## config.mk

```make
export PLATFORM = sky130hd
export DESIGN_NAME = matrix_pattern_streamer
export DESIGN_NICKNAME = d
export VERILOG_FILES = /design/src/rtl/matrix_pattern_streamer.sv
export SDC_FILE = /design/constraint.sdc
export NUM_CORES = 1
export LEC_CHECK = 0
export BUFFER_PORTS_ARGS = -buffer_cell sky130_fd_sc_hd__buf_2
export CAP_MARGIN = 10
export CORE_MARGIN = 1
export CORE_UTILIZATION = 52
export CTS_BUF_LIST = sky130_fd_sc_hd__clkbuf_8
export CTS_CLUSTER_SIZE = 14
export DETAILED_ROUTE_END_ITERATION = 6
export PLACE_DENSITY = 0.86
export SLEW_MARGIN = 10
export SYNTH_ARGS = -nofsm -noshare
export SYNTH_HDL_FRONTEND = slang
export SYNTH_SLANG_ARGS = --single-unit
```

## constraint.sdc

```tcl
create_clock -name clk -period 2.63 [get_ports clk]
set_input_delay 0.263 -clock clk [delete_from_list [all_inputs] [get_ports clk]]
set_output_delay 0.263 -clock clk [all_outputs]
set_load 0.05 [all_outputs]
```

## src/rtl/matrix_pattern_streamer.sv

```systemverilog
// LED-matrix test-pattern source (row fill / column scroll / checker), OVERRUN_CNT_EN adds a dropped-tick counter.
// Frame is visible 1 cycle after its tick; ticks arriving while a frame waits unaccepted are dropped.
module matrix_pattern_streamer #(
   parameter int ROWS  = 8,
   parameter int COLS  = 8,
   parameter int DIV_W = 16
) (
   input  logic                   clk,
   input  logic                   rst,
   input  logic                   en,
   input  logic [1:0]             mode,
   input  logic [DIV_W-1:0]       step_div,
   input  logic                   frame_ready,
   output logic                   frame_valid,
   output logic [ROWS*COLS-1:0]   frame_data,
`ifdef OVERRUN_CNT_EN
   output logic [7:0]             overrun_count,
`endif
   output logic [7:0]             frame_count
);

   localparam int PW = $clog2(ROWS + COLS);
   localparam logic [PW-1:0] PH_ROW_LAST = PW'(ROWS);
   localparam logic [PW-1:0] PH_COL_LAST = PW'(COLS - 1);

   typedef enum logic {IDLE, PEND} state_e;
   typedef enum logic [1:0] {M_ROW = 2'd0, M_COL = 2'd1, M_CHK = 2'd2, M_HOLD = 2'd3} mode_e;

   state_e                 state_q, state_d;
   mode_e                  mode_q, mode_d, mode_in;
   logic [PW-1:0]          phase_q, phase_d, emit_ph, ph_next;
   logic [DIV_W-1:0]       div_q, div_d;
   logic [ROWS*COLS-1:0]   data_q, data_d, pattern;
   logic [7:0]             cnt_q, cnt_d;
   logic                   tick, accept, step;

   assign mode_in     = mode_e'(mode);
   assign tick        = en && (div_q >= step_div);
   assign accept      = (state_q == PEND) && frame_ready;
   assign step        = tick && (mode_in != M_HOLD) && ((state_q == IDLE) || frame_ready);
   // A mode change restarts the new animation at phase 0.
   assign emit_ph     = (mode_in != mode_q) ? '0 : phase_q;

   assign frame_valid = (state_q == PEND);
   assign frame_data  = data_q;
   assign frame_count = cnt_q;

   always_comb begin
      div_d = div_q + DIV_W'(1);
      if (!en || tick) div_d = '0;
   end

   always_comb begin
      int ph;
      pattern = '0;
      ph      = int'(emit_ph);
      for (int r = 0; r < ROWS; r++) begin
         for (int c = 0; c < COLS; c++) begin
            case (mode_in)
               M_ROW:   pattern[r*COLS+c] = (r + ph >= ROWS);
               M_COL:   pattern[r*COLS+c] = (c + ph == COLS - 1);
               M_CHK:   pattern[r*COLS+c] = ((r + c + ph) % 2 == 0);
               default: pattern[r*COLS+c] = 1'b0;
            endcase
         end
      end
   end

   always_comb begin
      ph_next = phase_q;
      case (mode_in)
         M_ROW:   ph_next = (emit_ph >= PH_ROW_LAST) ? '0 : emit_ph + PW'(1);
         M_COL:   ph_next = (emit_ph >= PH_COL_LAST) ? '0 : emit_ph + PW'(1);
         M_CHK:   ph_next = (emit_ph != '0) ? '0 : PW'(1);
         default: ph_next = phase_q;
      endcase
   end

   always_comb begin
      state_d = state_q;
      mode_d  = mode_q;
      phase_d = phase_q;
      data_d  = data_q;
      cnt_d   = cnt_q;
      if (accept) cnt_d = cnt_q + 8'd1;
      // phase_q holds the phase of the next frame to emit
      if (step) begin
         data_d  = pattern;
         mode_d  = mode_in;
         phase_d = ph_next;
      end
      case (state_q)
         IDLE:    if (step) state_d = PEND;
         PEND:    if (accept && !step) state_d = IDLE;
         default: state_d = IDLE;
      endcase
   end

   always_ff @(posedge clk or negedge rst) begin
      if (!rst) begin
         state_q <= IDLE;
         mode_q  <= M_ROW;
         phase_q <= '0;
         div_q   <= '0;
         data_q  <= '0;
         cnt_q   <= '0;
      end else begin
         state_q <= state_d;
         mode_q  <= mode_d;
         phase_q <= phase_d;
         div_q   <= div_d;
         data_q  <= data_d;
         cnt_q   <= cnt_d;
      end
   end

`ifdef OVERRUN_CNT_EN
   logic       drop;
   logic [7:0] ovr_q, ovr_d;

   assign drop          = tick && (mode_in != M_HOLD) && (state_q == PEND) && !frame_ready;
   assign overrun_count = ovr_q;

   always_comb begin
      ovr_d = ovr_q;
      if (drop && (ovr_q != 8'hFF)) ovr_d = ovr_q + 8'd1;
   end

   always_ff @(posedge clk or negedge rst) begin
      if (!rst) ovr_q <= '0;
      else      ovr_q <= ovr_d;
   end
`endif

endmodule
```

==> metrics.txt <==
Post-DP HPWL=9.991 mm; R2R Setup Slk=0.08 ns; GRT Total Usage=0.2747; period utilization=0.9693; Buf/Inv on CP=1; routed wire length=14.52 mm; DR vias=4761; unrepaired setup endpoints after global routing=true; post-synth net total=586; I/O pins=95; synthesized area per cell=9.880 um^2; CTS H-tree lvls=3; Core Area=0.009774 mm^2; r2r worst-path depth=8; clock buffer depth=2; largest net degree at the start of global routing=96; clock buffer count from CTS=9; DR pass1 iterations=5; count of final hold-check violations=0; power per cell area=494.3 mW/mm^2; Root Driver=clkbuf_8; max-slew violations=0; initial core utilization=0.5357; DRC viols=0; cells after synthesis=530; worst reg2reg startpoint=div_q[6]; Post-synth EDFFs=0; fmax=0.3923 GHz; top post-synthesis cells by count=dfrtp_1 (95), a21o_1 (51), nand2_1 (48), nor2_1 (36), ha_1 (34); critical-path maximum fanout=47; IO buf count=94; Worst-path clk slew=0.10 ns; Hold Crit Endpoint=frame_valid; worst vdd ir=0.4373 mV; share of cells above drive strength 1=0.2857; die area=0.01048 mm^2; dominant cells by area after synthesis=dfrtp_1 (45%), ha_1 (8.1%), a21o_1 (7.3%); Final Setup Violations=0; # Max-Cap Violations=0; CP peak stage delay=0.44 ns; wire length on met2=7.289 mm; latest clock arrival within the worst-skew pair=0.36 ns; DR WL/cell=18.36 um; synth warn=0; hold path cells=2; pre-CTS setup slack=-0.04690 ns; fillers=722; Worst setup SP type=register; Worst slew margin=0.6505; leading area contributor after synthesis=dfrtp_1; CP cell instances=ha_1 -> and3_1 -> a221oi_2 -> o31ai_2 -> o31ai_4 -> buf_12 -> a211oi_1 -> a21o_1; Lkg Pwr=3.729 nW; Main synth FF type=dfrtp_1; Final Skew=0.009962 ns; DR top layer=met4; Post-DRT Antenna Nets=0; crit path kind=register to register; P&R area growth vs syn=25.71%; Synth cell types=53; Slowest cell on crit path=dfrtp_1; final worst slack=0.08076 ns; Tmin final=2.549 ns; multi-input logic area=0.002751 mm^2; Die X-Extent=102.4 um; Yosys top cell area share=0.4540; status=finished clean; vias in the first global route=4479; Final GP Congestion=0.9964; Post-synth ARST share=1.000; HP Class=input pin to register; Req. time, crit path=2.89 ns; placed cell areas=0.006106 mm^2; n_diodes=0; hold path startpoint=frame_ready; Starting DRT DRC Count=399; Critical Path AT=2.81 ns; worst r2r dst=frame_data[25]; first-pass GRT wire length=22.01 mm; row cnt=36; Critical Path End Type=register; utilization after layout=0.6735; register area=0.002380 mm^2; nets=709; #FFs+latches synth=95; Design Area, Final=0.006583 mm^2; Via density=6.019; Worst-Margin Slew=0.5243 ns; CP delay by family, top=compound AO/OA/AOI/OAI gates; metal3 WL=1.067 mm; GR Overflow Total=0; Synth Cell Area=0.005236 mm^2; WL met1=5.817 mm; sequential share of the synthesized area=0.4540; most common cell in the synthesized netlist=dfrtp_1; Clock Sinks=95; initial antenna violation count=0; CTS tree=yes; die height=102.4 um
power by group:
group / switching, W / internal, W / leakage, nW / total (W)
Sequential: 0.0000358 / 0.00150 / 1.31 / 0.00153
Combinational: 0.000304 / 0.000140 / 2.29 / 0.000444
Clock: 0.000542 / 0.000733 / 0.131 / 0.00127
flip-flops by register name (all words and copies together) (netlist names):
register	count
div_q	16
frame_count	8
phase_q	4
frame_data	64
mode_q	2
frame_valid	1
stage by stage:
step | total power (W) | instances | hold WS, ns | TNS (ns)
floorplan | 0.001814 | 530 | -0.03259 | 0
CTS | 0.003235 | 787 | 0.1522 | 0
global placement | 0.001962 | 768 | 0.2471 | 0
global route | 0.003360 | 791 | 0.1570 | -0.1010
finish | 0.003253 | 791 | 0.1713 | 0
detailed placement | 0.001973 | 768 | 0.2492 | -0.2131
layout by cell type (no fill, tap or decap), types with 2 or more instances in the layout:
master / n
o311a_1: 2
inv_1: 27
a311oi_1: 20
a211oi_1: 27
and3_1: 12
a21oi_1: 7
a211oi_2: 2
nand2b_1: 4
a21o_1: 51
dfrtp_2: 2
o21bai_1: 5
mux2_2: 3
buf_6: 2
nand3_2: 2
nor2_1: 36
o31ai_1: 3
and4_1: 2
o2111ai_1: 3
ha_1: 33
buf_4: 43
nand4_1: 6
dfrtp_1: 93
nand2_1: 47
and2_1: 4
o21ai_1: 4
xnor2_1: 9
bufinv_16: 4
buf_2: 93
nor3_1: 3
nand3_1: 18
o21ai_0: 23
xnor2_4: 2
buf_12: 3
xor2_1: 13
o211ai_1: 3
clkbuf_8: 9
kinds of logic (layout without fill, tap and decap cells):
| group | after synthesis | after routing | synth area share |
|---|---|---|---|
| compound gates | 164 | 164 | 0.2304 |
| simple gates | 148 | 148 | 0.1343 |
| flops | 95 | 95 | 0.4540 |
| buf+inv | 60 | 188 | 0.04731 |
| fa+ha+maj | 34 | 34 | 0.08124 |
| xor+xnor | 26 | 26 | 0.04636 |
| mux | 3 | 3 | 0.006451 |
routing by layer:
| metal | vias up | track usage |
|---|---|---|
| met5 | - | 0 |
| met4 | 0 | 0.1055 |
| met3 | 33 | 0.04720 |
| met2 | 226 | 0.4662 |
| met1 | 2339 | 0.3512 |
| li1 | 2163 | - |
worst max-delay path by stage:
stage,startpoint,endpoint,depth (start not counted)
after floorplan,mode_q[1],frame_data[22],11
after global placement,mode[1],frame_data[22],9
after detailed placement,mode_q[1],frame_data[22],8
after CTS,div_q[6],frame_data[23],9
after global routing,mode_q[1],frame_data[37],10
final,div_q[6],frame_data[25],8
layout make-up:
class                           instances  area share
Clock buffer                            9     0.01882
Tap cell                              133     0.02528
Clock inverter                          7     0.02186
Sequential cell                        95      0.3615
Timing Repair Buffer                  143      0.1376
Inverter                               29     0.01692
Multi-Input combinational cell        375      0.4180
what timing repair did:
action | CTS | global route
gates resized for setup | 1 | 27
hold buffers | 1 | 0
setup buffers | 2 | 1
pin swaps | 1 | 1
endpoints found under the hold margin | 34 | 0
cloned | 0 | 3
endpoints found under the setup margin | 10 | 81
Power figures use the tool's default switching activity.
